**src/rtl/multicycle_control_unit_pkg.sv**
```systemverilog
// multicycle_control_unit_pkg: opcodes, FSM states, writeback codes and class decode shared by the control unit
package multicycle_control_unit_pkg;

  localparam logic [6:0] OP_LUI     = 7'b0110111;
  localparam logic [6:0] OP_AUIPC   = 7'b0010111;
  localparam logic [6:0] OP_JAL     = 7'b1101111;
  localparam logic [6:0] OP_JALR    = 7'b1100111;
  localparam logic [6:0] OP_BRANCH  = 7'b1100011;
  localparam logic [6:0] OP_LOAD    = 7'b0000011;
  localparam logic [6:0] OP_STORE   = 7'b0100011;
  localparam logic [6:0] OP_OPIMM   = 7'b0010011;
  localparam logic [6:0] OP_OP      = 7'b0110011;
  localparam logic [6:0] OP_OPIMM32 = 7'b0011011;
  localparam logic [6:0] OP_OP32    = 7'b0111011;

  localparam logic [1:0] WB_ALU  = 2'b00;
  localparam logic [1:0] WB_LOAD = 2'b01;
  localparam logic [1:0] WB_PC4  = 2'b10;
  localparam logic [1:0] WB_IMM  = 2'b11;

  typedef enum logic [2:0] {
    S_FETCH  = 3'd0,
    S_DECODE = 3'd1,
    S_EXEC   = 3'd2,
    S_MEM    = 3'd3,
    S_WB     = 3'd4,
    S_FAULT  = 3'd7
  } state_e;

  typedef enum logic [3:0] {
    C_LUI, C_AUIPC, C_JAL, C_JALR, C_BRANCH, C_LOAD,
    C_STORE, C_OPIMM, C_OP, C_OPIMM32, C_OP32, C_ILLEGAL
  } cls_e;

  typedef struct packed {
    logic       alu_src_imm;
    logic       alu_a_pc;
    logic       pc_next_sel;
    logic       pc_adder_sel;
    logic [1:0] wb_sel;
    logic       is_load;
    logic       is_store;
    logic       is_branch;
  } ctrl_t;

  function automatic cls_e classify(input logic [6:0] op);
    case (op)
      OP_LUI:     return C_LUI;
      OP_AUIPC:   return C_AUIPC;
      OP_JAL:     return C_JAL;
      OP_JALR:    return C_JALR;
      OP_BRANCH:  return C_BRANCH;
      OP_LOAD:    return C_LOAD;
      OP_STORE:   return C_STORE;
      OP_OPIMM:   return C_OPIMM;
      OP_OP:      return C_OP;
      OP_OPIMM32: return C_OPIMM32;
      OP_OP32:    return C_OP32;
      default:    return C_ILLEGAL;
    endcase
  endfunction

endpackage

```
**src/rtl/multicycle_control_unit_if.sv**
```systemverilog
// multicycle_control_unit_if: control-unit to datapath/memory signal bundle
interface multicycle_control_unit_if #(parameter int CNT_W = 64);
  logic [6:0]       opcode;
  logic             imem_ready;
  logic             dmem_ready;
  logic             imem_req;
  logic             ir_load;
  logic             pc_load;
  logic             pc_next_sel;
  logic             pc_adder_sel;
  logic             alu_src_imm;
  logic             alu_a_pc;
  logic             reg_we;
  logic [1:0]       wb_sel;
  logic             dmem_req;
  logic             dmem_we;
  logic             fault;
  logic [CNT_W-1:0] instret;

  modport slave (
    input  opcode, imem_ready, dmem_ready,
    output imem_req, ir_load, pc_load, pc_next_sel, pc_adder_sel, alu_src_imm,
           alu_a_pc, reg_we, wb_sel, dmem_req, dmem_we, fault, instret
  );

  modport master (
    output opcode, imem_ready, dmem_ready,
    input  imem_req, ir_load, pc_load, pc_next_sel, pc_adder_sel, alu_src_imm,
           alu_a_pc, reg_we, wb_sel, dmem_req, dmem_we, fault, instret
  );
endinterface

```
**src/rtl/multicycle_control_unit_classifier.sv**
```systemverilog
// multicycle_control_unit_classifier: opcode -> instruction class and per-class datapath steering
module multicycle_control_unit_classifier
  import multicycle_control_unit_pkg::*;
(
  input  logic [6:0] opcode_i,
  output ctrl_t      ctrl_o,
  output logic       illegal_o
);
  cls_e cls;

  assign cls       = classify(opcode_i);
  assign illegal_o = cls == C_ILLEGAL;

  // steering bits per class; PC-relative adder base unless JALR
  always_comb begin
    ctrl_o              = '0;
    ctrl_o.pc_adder_sel = 1'b1;
    case (cls)
      C_LUI:   ctrl_o.wb_sel = WB_IMM;
      C_AUIPC: begin
        ctrl_o.alu_src_imm = 1'b1;
        ctrl_o.alu_a_pc    = 1'b1;
      end
      C_JAL: begin
        ctrl_o.pc_next_sel = 1'b1;
        ctrl_o.wb_sel      = WB_PC4;
      end
      C_JALR: begin
        ctrl_o.alu_src_imm  = 1'b1;
        ctrl_o.pc_next_sel  = 1'b1;
        ctrl_o.pc_adder_sel = 1'b0;
        ctrl_o.wb_sel       = WB_PC4;
      end
      C_BRANCH: ctrl_o.is_branch = 1'b1;
      C_LOAD: begin
        ctrl_o.alu_src_imm = 1'b1;
        ctrl_o.is_load     = 1'b1;
        ctrl_o.wb_sel      = WB_LOAD;
      end
      C_STORE: begin
        ctrl_o.alu_src_imm = 1'b1;
        ctrl_o.is_store    = 1'b1;
      end
      C_OPIMM, C_OPIMM32: ctrl_o.alu_src_imm = 1'b1;
      default: ctrl_o.wb_sel = WB_ALU;
    endcase
  end
endmodule

```
**src/rtl/multicycle_control_unit.sv**
```systemverilog
// multicycle_control_unit: FETCH/DECODE/EXEC/MEM/WB sequencer for one RV64I instruction at a time
module multicycle_control_unit
  import multicycle_control_unit_pkg::*;
#(
  parameter int MEM_TIMEOUT = 16,
  parameter int CNT_W       = 64
) (
  input logic                      clk_i,
  input logic                      rst_ni,
  multicycle_control_unit_if.slave bus
);
  localparam int TW = $clog2(MEM_TIMEOUT + 2);

  state_e           state_q;
  logic [TW-1:0]    wait_q;
  logic [CNT_W-1:0] instret_q;
  ctrl_t            ctrl, ctrl_q;
  logic             illegal, timeout, pc_load;
  logic             in_fetch, in_exec, in_mem, in_wb;

  multicycle_control_unit_classifier u_cls (
    .opcode_i  (bus.opcode),
    .ctrl_o    (ctrl),
    .illegal_o (illegal)
  );

  assign in_fetch = state_q == S_FETCH;
  assign in_exec  = state_q == S_EXEC;
  assign in_mem   = state_q == S_MEM;
  assign in_wb    = state_q == S_WB;
  assign timeout  = (MEM_TIMEOUT != 0) && (wait_q == TW'(MEM_TIMEOUT - 1));

  // the final cycle of every instruction is the one that loads the PC
  assign pc_load = (in_exec & ctrl_q.is_branch) | (in_mem & bus.dmem_ready & ctrl_q.is_store) | in_wb;

  // FETCH is the reset state, so its strobes are masked while reset is held
  assign bus.imem_req     = rst_ni & in_fetch;
  assign bus.ir_load      = rst_ni & in_fetch & bus.imem_ready;
  assign bus.pc_load      = pc_load;
  assign bus.pc_next_sel  = pc_load & ctrl_q.pc_next_sel;
  assign bus.pc_adder_sel = pc_load & ctrl_q.pc_adder_sel;
  assign bus.alu_src_imm  = in_exec & ctrl_q.alu_src_imm;
  assign bus.alu_a_pc     = in_exec & ctrl_q.alu_a_pc;
  assign bus.reg_we       = in_wb;
  assign bus.wb_sel       = in_wb ? ctrl_q.wb_sel : WB_ALU;
  assign bus.dmem_req     = in_mem;
  assign bus.dmem_we      = in_mem & ctrl_q.is_store;
  assign bus.fault        = state_q == S_FAULT;
  assign bus.instret      = instret_q;

  // sequence one instruction, retire on PC load; FAULT absorbs until reset
  always_ff @(posedge clk_i or negedge rst_ni)
    if (!rst_ni) begin
      state_q   <= S_FETCH;
      wait_q    <= '0;
      instret_q <= '0;
      ctrl_q    <= '0;
    end else begin
      instret_q <= instret_q + CNT_W'(pc_load);
      case (state_q)
        S_FETCH:
          if (bus.imem_ready) state_q <= S_DECODE;
          else if (timeout) state_q <= S_FAULT;
          else wait_q <= wait_q + TW'(1);
        S_DECODE: begin
          ctrl_q  <= ctrl;
          wait_q  <= '0;
          state_q <= illegal ? S_FAULT : S_EXEC;
        end
        S_EXEC: begin
          wait_q  <= '0;
          state_q <= ctrl_q.is_branch ? S_FETCH : (ctrl_q.is_load | ctrl_q.is_store) ? S_MEM : S_WB;
        end
        S_MEM:
          if (bus.dmem_ready) begin
            wait_q  <= '0;
            state_q <= ctrl_q.is_store ? S_FETCH : S_WB;
          end else if (timeout) state_q <= S_FAULT;
          else wait_q <= wait_q + TW'(1);
        S_WB: begin
          wait_q  <= '0;
          state_q <= S_FETCH;
        end
        default: state_q <= S_FAULT;
      endcase
    end
endmodule

```
**src/flat_wrapper.sv**
```systemverilog
// flat-port wrapper written by rule: the top's interface ports become plain ports
module multicycle_control_unit_flat import multicycle_control_unit_pkg::*;
#(
  parameter int MEM_TIMEOUT = 16,
  parameter int CNT_W       = 64
)
  (clk_i, rst_ni, bus_opcode, bus_imem_ready, bus_dmem_ready, bus_imem_req, bus_ir_load, bus_pc_load, bus_pc_next_sel, bus_pc_adder_sel, bus_alu_src_imm, bus_alu_a_pc, bus_reg_we, bus_wb_sel, bus_dmem_req, bus_dmem_we, bus_fault, bus_instret);
  multicycle_control_unit_if #(.CNT_W(CNT_W)) bus_i ();
  input logic clk_i;
  input logic rst_ni;
  input wire logic [$bits(bus_i.opcode)-1:0] bus_opcode;
  input wire logic [$bits(bus_i.imem_ready)-1:0] bus_imem_ready;
  input wire logic [$bits(bus_i.dmem_ready)-1:0] bus_dmem_ready;
  output wire logic [$bits(bus_i.imem_req)-1:0] bus_imem_req;
  output wire logic [$bits(bus_i.ir_load)-1:0] bus_ir_load;
  output wire logic [$bits(bus_i.pc_load)-1:0] bus_pc_load;
  output wire logic [$bits(bus_i.pc_next_sel)-1:0] bus_pc_next_sel;
  output wire logic [$bits(bus_i.pc_adder_sel)-1:0] bus_pc_adder_sel;
  output wire logic [$bits(bus_i.alu_src_imm)-1:0] bus_alu_src_imm;
  output wire logic [$bits(bus_i.alu_a_pc)-1:0] bus_alu_a_pc;
  output wire logic [$bits(bus_i.reg_we)-1:0] bus_reg_we;
  output wire logic [$bits(bus_i.wb_sel)-1:0] bus_wb_sel;
  output wire logic [$bits(bus_i.dmem_req)-1:0] bus_dmem_req;
  output wire logic [$bits(bus_i.dmem_we)-1:0] bus_dmem_we;
  output wire logic [$bits(bus_i.fault)-1:0] bus_fault;
  output wire logic [$bits(bus_i.instret)-1:0] bus_instret;
  assign bus_i.opcode = bus_opcode;
  assign bus_i.imem_ready = bus_imem_ready;
  assign bus_i.dmem_ready = bus_dmem_ready;
  assign bus_imem_req = bus_i.imem_req;
  assign bus_ir_load = bus_i.ir_load;
  assign bus_pc_load = bus_i.pc_load;
  assign bus_pc_next_sel = bus_i.pc_next_sel;
  assign bus_pc_adder_sel = bus_i.pc_adder_sel;
  assign bus_alu_src_imm = bus_i.alu_src_imm;
  assign bus_alu_a_pc = bus_i.alu_a_pc;
  assign bus_reg_we = bus_i.reg_we;
  assign bus_wb_sel = bus_i.wb_sel;
  assign bus_dmem_req = bus_i.dmem_req;
  assign bus_dmem_we = bus_i.dmem_we;
  assign bus_fault = bus_i.fault;
  assign bus_instret = bus_i.instret;
  multicycle_control_unit #(.MEM_TIMEOUT(MEM_TIMEOUT), .CNT_W(CNT_W)) u_core (.clk_i(clk_i), .rst_ni(rst_ni), .bus(bus_i));
endmodule
```
**config.mk**
```make
export PLATFORM = sky130hd
export DESIGN_NAME = multicycle_control_unit_flat
export DESIGN_NICKNAME = d
export VERILOG_FILES = /design/src/rtl/multicycle_control_unit_pkg.sv /design/src/rtl/multicycle_control_unit_if.sv /design/src/rtl/multicycle_control_unit_classifier.sv /design/src/rtl/multicycle_control_unit.sv /design/src/flat_wrapper.sv
export SDC_FILE = /design/constraint.sdc
export NUM_CORES = 1
export LEC_CHECK = 0
export ABC_CLOCK_PERIOD_IN_PS = 5700
export BUFFER_PORTS_ARGS = -buffer_cell sky130_fd_sc_hd__buf_2
export CAP_MARGIN = 20
export CORE_AREA = 2 2 132 134
export DETAILED_ROUTE_END_ITERATION = 8
export DIE_AREA = 0 0 134 136
export GPL_ROUTABILITY_DRIVEN = 0
export PLACE_DENSITY = 0.5
export SYNTH_ARGS = -nofsm -noshare
export SYNTH_HDL_FRONTEND = slang
export SYNTH_SLANG_ARGS = --single-unit
```
**constraint.sdc**
```tcl
create_clock -name clk_i -period 5.7 [get_ports clk_i]
set_clock_uncertainty 0.2 [all_clocks]
set_input_delay 1.14 -clock clk_i [delete_from_list [all_inputs] [get_ports clk_i]]
set_output_delay 1.14 -clock clk_i [all_outputs]
set_load 0.01 [all_outputs]
```
==> summary.md, run 1 <==
| Metric | Value |
|---|---|
| Post-synthesis net count | 437 |
| Die Area | 18200 µm² |
| Adder-cell area share of the yosys netlist | 0.905% |
| First-pass GRT wire length | 17.3 mm |
| EDFF count, synth | 0 |
| Gr usage total | 12.0% |
| Vias per cell | about 4.6 |
| Actual slew at the worst max-slew pin | 0.589 ns |
| Ant diodes | 0 |
| Post-CTS setup buffer count | 0 |
| Seq/Total Area, Yosys | 48.9% |
| Dpl cell area | 4800 µm² |
| Final Cycle Share | 66.9% |
| Number of I/O pins | 88 |
| DRT Pass-1 Iters | 4 |
| CP Class | in -> reg |
| Simple-gate share of the synthesized area | 27.2% |
| Ys async rst share | 100% |
| Yosys top cell by area | dfrtp_1 |
| CTS tree | done |
| Row count | 48 |
| Number of CTS-inserted buffers | 9 |
| Run status | complete, no violations |
| Final setup fails | 0 |
| Mapped Area | 4150 µm² |
| Worst Setup End Kind | flip-flop |
| Initial antenna violation count | 0 |
| Largest net degree at the start of global routing | 46 |
| Maxcap violations | 0 |
| Synth Instances | 423 |
| Cell area power density | approximately 280 nW/µm² |
| Chip height | ~140 µm |
| Share of cells above drive strength 1 | 22.5% |
| FMAX | roughly 260 MHz |
| R2R Path End | u_core.bus.instret[58] |
| Unique masters post-synth | 49 |
| Worst slew margin | between 60% and 70% |
| Hold Crit Start | u_core.bus.instret[63] |
| Iter 0 DRT Violations | 190 |
| Post-Route WL | 10.4 mm |
| Synth area leaders | dfrtp_1 (49%), xor2_1 (7.4%), xnor2_1 (6.1%) |
| Antenna-violating nets left | 0 |
| Wirelength per Cell | 14.1 µm |
| Setup TNS | 0 ns |
| R2R Path Start | u_core.state_q[0] |
| Largest family of logic cells by synthesized area | simple AND/OR/NAND/NOR gates |
| Post-place setup slack | roughly 1.5 ns |
| Post-synthesis mux area share | less than 1% |
| Number of global-route vias before repair | between 3000 and 4000 |
| Avg Synthesized Cell Area | 9.81 µm² |
| Latest clock arrival within the worst-skew pair | about 0.34 ns |
| DRC viols | 0 |
| Post-DP HPWL | ~7.5 mm |
| Proportion of netlist area held by the largest area contributor | 48.9% |
| Die Wd | 134 µm |
| CTS resizes | 0 |
| Worst Path Arrival | roughly 3.9 ns |
| FF+latch count, synth | 81 |
| Area grow syn2layout | 23.5% |
| Clock Sinks | 81 |
| Synthesis Warnings | 0 |
| Root buffer cell | clkbuf_16 |
| Max Fanout on Critical Path | 18 |
| Hold path cells | 1 |
| Max Slew Vio Count | 0 |
| Peak supply drop | 0.141 mV |
| CORE AREA | 16900 µm² |
| XOR/XNOR share of the synthesized area | 13.5% |
| Min-delay worst type | reg -> reg |
| Setup WS post-layout | 1.89 ns |
| R2r setup slk | around 2.1 ns |
| Filler instances | 1805 |
| Total gr overflow | 0 |
| Post-layout min period | roughly 3.8 ns |
| RSZ-0062 raised after global routing | false |
| Post-layout instance area | 5120 µm² |
| P_leak | 0.00257 µW |
| Port Buffer Count | 87 |
| Hold_buf cts | 0 |
| H-Tree Depth | 3 |
| R2R depth | 10 |
| Initial Util | 24.6% |
| Worst EP required | 5.77 ns |
| Synth Area in Compound Gates | under 10% |
| Crit start category | input port |
| Layout Nets | 522 |
| CTS max path bufs | 2 |
| Register area | 2030 µm² |
| Final Hold Fails | 0 |
| Multi-input logic area | 2020 µm² |
| Hold EP | u_core.bus.instret[63] |
| Via count | 3362 |
| Post-synth top flop | dfrtp_1 |
| Clk slew on worst S/H paths | 0.06 ns |
cell usage after synthesis (2+ instances only):
library cell and instances:
or2_2 2, nor3_2 4, and2_1 12, or3_1 2
and3b_1 2, o311ai_0 2, nor2_1 38, and3_1 11
nand2b_1 7, nor4_1 8, a21oi_1 10, ha_1 3
a22o_1 4, nand2_1 44, nor3_1 13, o211ai_1 2
xor2_1 35, clkbuf_1 10, nor2b_1 8, dfrtp_1 81
buf_4 3, nand3_1 27, and4_1 4, inv_1 9
xnor2_1 29, nand4_1 17, o21ai_0 14
cell families (layout without fill, tap and decap cells):
| logic type | count (synthesis) | in the layout |
|---|---|---|
| AOI/OAI and AO/OA | 43 | 43 |
| and+or+nand+nor | 208 | 208 |
| buffers and inverters | 23 | 111 |
| adders and majority gates | 3 | 3 |
| xor gates and xnor gates | 64 | 64 |
| DFF | 81 | 81 |
| muxes | 1 | 1 |
worst max-delay path by stage:
stage / from / end / slack, ns / depth (start not counted)
2_1_floorplan: bus_dmem_ready / u_core.bus.instret[48] / 2.22 / 11
3_3_place_gp: bus_dmem_ready / u_core.bus.instret[58] / 1.56 / 11
3_5_place_dp: bus_dmem_ready / u_core.bus.instret[58] / 1.51 / 11
4_1_cts: bus_dmem_ready / u_core.bus.instret[58] / 1.87 / 11
5_1_grt: bus_dmem_ready / u_core.bus.instret[58] / 1.61 / 11
6_report: bus_dmem_ready / u_core.bus.instret[58] / 1.89 / 11
critical path, cell delays in order:
cell and delay, ns:
buf_2 0.11, nand2_1 0.07, o32a_1 0.33, inv_1 0.10
ha_1 0.20, ha_1 0.22, nand3_1 0.15, nor4_1 0.44
nand3_2 0.48, nor4_1 0.46, xor2_1 0.17
power breakdown:
group	switching [µW]	internal, µW
clock	231	402
sequential	42.2	615
combinational	77.8	57.4
total	351	1070
cell type report:
| type | count | share of cell area [%] |
|---|---|---|
| sequential | 81 | 39.6 |
| clock inverter | 3 | 1.27 |
| multi-input combinational | 319 | 39.4 |
| inverter | 9 | 0.660 |
| timing repair buffer | 88 | 8.70 |
| tap | 225 | 5.50 |
| clock buffer | 11 | 4.94 |
registers in the layout, indices dropped and copies added, names as in the netlist:
signal,flops
u_core.wait_q,5
u_core.ctrl_q,9
u_core.bus.instret,64
u_core.state_q,3
per-layer routing:
metal | track usage, % | vias up | wire length (µm)
li1 | - | 1642 | -
met1 | 15.5 | 1619 | 4950
met2 | 18.8 | 92 | 4630
met3 | 4.06 | 9 | 653
met4 | 4.43 | 0 | 150
met5 | 0 | - | 0
stage by stage:
step           power [µW]  instances  utilization (%)  hold slack, ns
2_1_floorplan         746        423                -           0.240
3_3_place_gp          802        722             28.5           0.250
3_5_place_dp          807        722             28.5           0.256
4_1_cts              1450        736             30.3           0.265
5_1_grt              1500        736             30.3           0.290
6_report             1420        736             30.3           0.263
layout by cell type (no fill, tap or decap), types with 2 or more instances in the layout:
master,instances
buf_2,86
dfrtp_1,81
nand2_1,44
nor2_1,38
xor2_1,35
xnor2_1,29
nand3_1,27
nand4_1,17
o21ai_0,14
nor3_1,13
and2_1,12
and3_1,11
a21oi_1,10
inv_1,9
clkbuf_16,9
nor4_1,8
nor2b_1,8
nand2b_1,7
and4_1,4
nor3_2,4
a22o_1,4
ha_1,3
o311ai_0,2
or3_1,2
and3b_1,2
o211ai_1,2
or2_2,2
bufinv_16,2
clkbuf_8,2
buf_4,2
No activity file was read; power rests on OpenSTA's default activity.
==> run 2: changes to the inputs <==
--- a/config.mk
+++ b/config.mk
@@ -5,7 +5,7 @@
 export SDC_FILE = /design/constraint.sdc
 export NUM_CORES = 1
 export LEC_CHECK = 0
-export ABC_CLOCK_PERIOD_IN_PS = 5700
+export ABC_CLOCK_PERIOD_IN_PS = 4000
 export BUFFER_PORTS_ARGS = -buffer_cell sky130_fd_sc_hd__buf_2
 export CAP_MARGIN = 20
 export CORE_AREA = 2 2 132 134
==> constraint.sdc (replaced) <==
create_clock -name clk_i -period 4 [get_ports clk_i]
set_clock_uncertainty 0.2 [all_clocks]
set_input_delay 0.8 -clock clk_i [delete_from_list [all_inputs] [get_ports clk_i]]
set_output_delay 0.8 -clock clk_i [all_outputs]
set_load 0.01 [all_outputs]
==> run 2 against run 1 <==
- via count up 1.1%
- count of clock-buffer cells in the layout down 1
- flip-flop and latch count unchanged
- first-iteration DRC count down 22%
- critical path type is now reg -> reg
- critical endpoint is now u_core.bus.instret[52]
- total power up 37%
==> summary.md, run 2 (same netlist as run 1, synthesis figures left out) <==
| Metric | Value |
|---|---|
| Run status | complete, no violations |
| Initial Util | 24.6% |
| Iter 0 DRT Violations | 148 |
| Design Power | between 1500 and 2000 µW |
| Chip height | approximately 140 µm |
| Commonest non-fill, non-tap cell in the layout | buf_2 |
| Actual slew at the worst max-slew pin | 0.906 ns |
| Routed length on met3 | between 600 and 700 µm |
| Setup TNS | 0 ns |
| Worst Setup End Kind | flip-flop |
| Final setup fails | 0 |
| Post-DP HPWL | 7.50 mm |
| Via count | 3399 |
| Antenna-violating nets left | 0 |
| Met1 Wirelength | 4.86 mm |
| Final Hold Fails | 0 |
| Clk slew on worst S/H paths | about 0.060 ns |
| Dpl cell area | slightly below 5000 µm² |
| R2r setup slk | 0.57 ns |
| End point of the critical path | u_core.bus.instret[52] |
| Ant diodes | 0 |
| Worst Path Arrival | 3.49 ns |
| Initial antenna violation count | 0 |
| DRT Pass-1 Iters | 4 |
| H-Tree Depth | 3 |
| Peak supply drop | 0.181 mV |
| CTS tree | done |
| Number of global-route vias before repair | 3282 |
| Highest Signal Layer | met4 |
| Crit. Startpoint | u_core.state_q[1] |
| Worst slew margin | 39.6% |
| Row count | 48 |
| Crit start category | flip-flop |
| Filler instances | 1763 |
| Largest net degree at the start of global routing | 71 |
| Cell area power density | 382 nW/µm² |
| CTS max path bufs | 2 |
| Maxcap violations | 0 |
| Total gr overflow | 0 |
| Latest clock arrival within the worst-skew pair | between 0.3 and 0.4 ns |
| Register area | 2030 µm² |
| Area grow syn2layout | 23.5% |
| P_leak | 0.00257 µW |
| Gr usage total | 11.7% |
| Root buffer cell | clkbuf_16 |
| Die Area | 18200 µm² |
| FMAX | 291 MHz |
| RSZ-0062 raised after global routing | false |
| Port Buffer Count | 87 |
| Post-Route WL | ~10 mm |
| R2R Path Start | u_core.state_q[1] |
| Vias per cell | 4.59 |
| Met2 WL post-DR | 4.58 mm |
| R2R depth | 11 |
| Min-delay worst type | in -> async |
| CORE AREA | 16900 µm² |
| Fin util | 30.4% |
| Largest register FFs | 64 |
| Max Fanout on Critical Path | 13 |
| Share of cells above drive strength 1 | approximately a quarter |
| DRC viols | 0 |
| Hold_buf cts | 0 |
| Max Slew Vio Count | 0 |
| Layout Nets | 525 |
| Post-layout instance area | 5120 µm² |
| Final Cycle Share | 85.9% |
| First-pass GRT wire length | 17.0 mm |
| CTS resizes | 0 |
| Multi-input logic area | 2020 µm² |
| Number of I/O pins | 88 |
| R2R Path End | u_core.bus.instret[52] |
| Number of CTS-inserted buffers | 9 |
| Commonest non-fill, non-tap cells in the layout | buf_2 (86), dfrtp_1 (81), nand2_1 (44) |
| Post-layout min period | 3.43 ns |
| Wirelength per Cell | 13.8 µm |
| Clock Sinks | roughly 80 |
| Worst EP required | around 4 ns |
| Post-CTS setup buffer count | 0 |
| Die Wd | about 130 µm |
| CP Class | reg -> reg |
[run 2: cell types whose count changed in the layout (fill, tap and decap cells not counted), sizes merged]
cell	before	now
bufinv	2	1
clkinvlp	0	1
clkinv	1	4
buf	88	91
clkbuf	11	10
[run 2: how the worst min path moves through the flow]
stage | endpoint | slack [ns] | cells after the start
final | u_core.bus.instret[31] | 0.11 | 1
after global routing | u_core.bus.instret[31] | 0.1 | 1
after CTS | u_core.bus.instret[31] | 0.1 | 1
after detailed placement | u_core.bus.instret[63] | 0.26 | 1
after global placement | u_core.bus.instret[63] | 0.25 | 1
after floorplan | u_core.ctrl_q[8] | 0.24 | 2
[run 2: worst max-delay path: stages, from the launching register on]
cell	delay [ns]
dfrtp_1	0.55
nor2b_1	0.26
a21oi_1	0.09
o32a_1	0.21
inv_1	0.09
ha_1	0.19
ha_1	0.22
nand3_1	0.15
nor4_1	0.43
nand3_2	0.34
nor4_1	0.41
xor2_1	0.20
[run 2: power by group]
part           internal, µW  total, µW  switching (µW)
Clock                   496        823             327
Sequential              876        928            51.8
Combinational          85.1        206             121
Total                  1460       1960             500
[run 2: metrics by stage]
stage,setup slack (ns),hold slack [ns],cells
global placement,0.392,0.251,725
global route,0.166,0.0981,741
floorplan,0.856,0.240,423
detailed placement,0.360,0.258,725
CTS,0.525,0.0951,741
finish,0.566,0.106,741
[run 2: area by class of cell]
cell class | instances | share of cell area [%]
Clock buffer | 10 | 4.67
Clock inverter | 6 | 1.12
Inverter | 9 | 0.660
Multi-Input combinational cell | 319 | 39.4
Sequential cell | 81 | 39.6
Tap cell | 225 | 5.50
Timing Repair Buffer | 91 | 9.14
[run 2: per-layer routing]
metal,up-vias,track usage [%]
met4,0,2.48
met3,5,4.51
met5,-,0
li1,1651,-
met1,1650,15.7
met2,93,18.0
==> run 3: changes to the inputs <==
--- a/config.mk
+++ b/config.mk
@@ -12,7 +12,9 @@
 export DETAILED_ROUTE_END_ITERATION = 8
 export DIE_AREA = 0 0 134 136
 export GPL_ROUTABILITY_DRIVEN = 0
+export MAX_ROUTING_LAYER = met4
 export PLACE_DENSITY = 0.5
+export RECOVER_POWER = 50
 export SYNTH_ARGS = -nofsm -noshare
 export SYNTH_HDL_FRONTEND = slang
 export SYNTH_SLANG_ARGS = --single-unit
==> run 3 against run 2 <==
- the run now ends with max-capacitance violations, max-slew violations left
- register-to-register slack is essentially flat
- count of clock-buffer cells in the layout unchanged
- clock power is essentially flat
- die area did not move
- utilization decreased by 0.25 points
- critical path depth did not move
- total power shrank 0.12%
- non-clock buffer count is the same
- critical path type unchanged
- critical endpoint unchanged
==> summary.md, run 3 (same netlist as run 1, synthesis figures left out) <==
| Metric | Value |
|---|---|
| CTS resizes | 0 |
| Root buffer cell | clkbuf_16 |
| Crit. Startpoint | u_core.state_q[1] |
| Max Fanout on Critical Path | 13 |
| Hold_buf cts | 0 |
| Min-delay worst type | reg -> reg |
| Clock share of power | 42.2% |
| Max Slew Vio Count | 71 |
| CORE AREA | 16900 µm² |
| Comb pwr share | between 10% and 20% |
| Filler instances | 1779 |
| Hold EP | u_core.ctrl_q[8] |
| Commonest non-fill, non-tap cell in the layout | dfrtp_1 |
| Die Wd | 134 µm |
| P_leak | 0.00246 µW |
| Cell area power density | 385 nW/µm² |
| Clock Sinks | 81 |
| Initial antenna violation count | 0 |
| Via count | approximately 3400 |
| Worst slew margin | -19.2% |
| Gr usage total | between 10 and 15% |
| Antenna-violating nets left | 0 |
| Die Area | 18200 µm² |
| Commonest non-fill, non-tap cells in the layout | dfrtp_1 (81), buf_2 (60), nand2_1 (44) |
| Clk slew on worst S/H paths | 0.06 ns |
| R2R Path End | u_core.bus.instret[52] |
| CP Class | reg -> reg |
| Share of cells above drive strength 1 | around 18% |
| Post-Route WL | between 10 and 15 mm |
| Sequential share of power | between 40% and 50% |
| CP cell instances | nor2b_1 -> a21oi_1 -> o32a_1 -> inv_1 -> ha_1 -> ha_1 -> nand3_1 -> nor4_1 -> nand3_2 -> nor4_1 -> xor2_1 |
| R2r setup slk | 0.57 ns |
| RSZ-0062 raised after global routing | false |
| Final Hold Fails | 0 |
| Post-layout min period | 3.43 ns |
| Crit start category | flip-flop |
| Worst Setup End Kind | flip-flop |
| Design Power | 1950 µW |
| Largest net degree at the start of global routing | between 70 and 80 |
| Row count | 48 |
| Largest stage delay on the critical path | 0.55 ns |
| Chip height | 136 µm |
| Final setup fails | 0 |
| Area grow syn2layout | 22.5% |
| Latest clock arrival within the worst-skew pair | about 0.34 ns |
| Sw Ratio | around a quarter |
| Number of CTS-inserted buffers | 9 |
| Iter 0 DRT Violations | 166 |
| Failing checks | max-capacitance violations, max-slew violations |
| First-pass GRT wire length | 17.0 mm |
| Layout Nets | 525 |
| CTS tree | done |
| Number of I/O pins | 88 |
| Hold path cells | 2 |
| DRC viols | 0 |
| Run status | finished with violations |
| R2R Path Start | u_core.state_q[1] |
| Hold Crit Start | u_core.ctrl_q[8] |
| Peak supply drop | 0.181 mV |
| Post-DP HPWL | 7.50 mm |
| Post-CTS setup buffer count | 0 |
| Hold Slack | 0.269 ns |
| Int Pwr | 1450 µW |
| Initial Util | 24.6% |
| Final Cycle Share | between 80% and 90% |
| Net switching power | roughly 500 µW |
| Setup TNS | 0 ns |
| Largest register FFs | 64 |
| Worst Path Arrival | 3.49 ns |
| H-Tree Depth | 3 |
| Number of global-route vias before repair | between 3000 and 4000 |
| Ant diodes | 0 |
| CTS max path bufs | 2 |
| Port Buffer Count | between 80 and 90 |
| Maxcap violations | 1 |
| Actual slew at the worst max-slew pin | 1.79 ns |
| Vias per cell | approximately 4.5 |
| R2R depth | 11 |
| FMAX | 291 MHz |
| CP max-delay cell | dfrtp_1 |
| Total gr overflow | 0 |
| Wirelength per Cell | 13.8 µm |
| Worst EP required | around 4.1 ns |
| DRT Pass-1 Iters | 4 |
[run 3: changes by cell type in the layout (fill, tap and decap cells not counted), sizes merged]
| cell | delta |
|---|---|
| buf | -29 |
| clkbuf | +29 |
[run 3: worst max path at each step]
stage / cells after the start / endpoint
final: 11 / u_core.bus.instret[52]
after global routing: 11 / u_core.bus.instret[58]
after CTS: 11 / u_core.bus.instret[52]
after detailed placement: 11 / u_core.bus.instret[58]
after global placement: 11 / u_core.bus.instret[58]
after floorplan: 11 / u_core.bus.instret[48]
[run 3: metal layers]
metal / share of wire [%] / track usage (%) / vias up
met4: 0.30 / 2.48 / 0
met5: 0 / - / -
met2: 45 / 17.9 / 86
met3: 6.8 / 4.55 / 4
met1: 48 / 15.8 / 1633
li1: - / - / 1645
[run 3: cell type report]
| class | instances | area (µm²) | area share [%] |
|---|---|---|---|
| clock buffers | 10 | 239 | 4.70 |
| flip-flops and latches | 81 | 2030 | 39.9 |
| clock inverters | 6 | 57.6 | 1.13 |
| repair buffers | 91 | 425 | 8.37 |
| well taps | 225 | 282 | 5.54 |
| multi-input cells | 319 | 2020 | 39.7 |
| inverters | 9 | 33.8 | 0.665 |
[run 3: power by group through the flow]
| stage | Combinational [µW] | Clock [µW] | Sequential [µW] |
|---|---|---|---|
| final | 201 | 825 | 928 |
| after global routing | 235 | 898 | 938 |
| after CTS | 210 | 864 | 928 |
| after detailed placement | 210 | 0 | 943 |
| after global placement | 205 | 0 | 942 |
| after floorplan | 130 | 0 | 933 |
[run 3: per-stage QoR]
stage          area [µm²]  std cells  worst slack [ns]  utilization, %
2_1_floorplan        4150        423             0.856               -
3_3_place_gp         4830        725             0.392            28.6
3_5_place_dp         4830        725             0.360            28.6
4_1_cts              5120        741             0.525            30.4
5_1_grt              5080        741             0.166            30.1
6_report             5080        741             0.568            30.1
[run 3: worst max-delay path, delay by kind of cell, from the launching register on]
family                   cells  cell delay [ns]
AO/OA/AOI/OAI                2             0.31
AND/OR/NAND/NOR              5             1.60
adder cells (fa/ha/maj)      2             0.41
buffers and inverters        1             0.09
XOR/XNOR                     1             0.20
flip-flops                   1             0.55
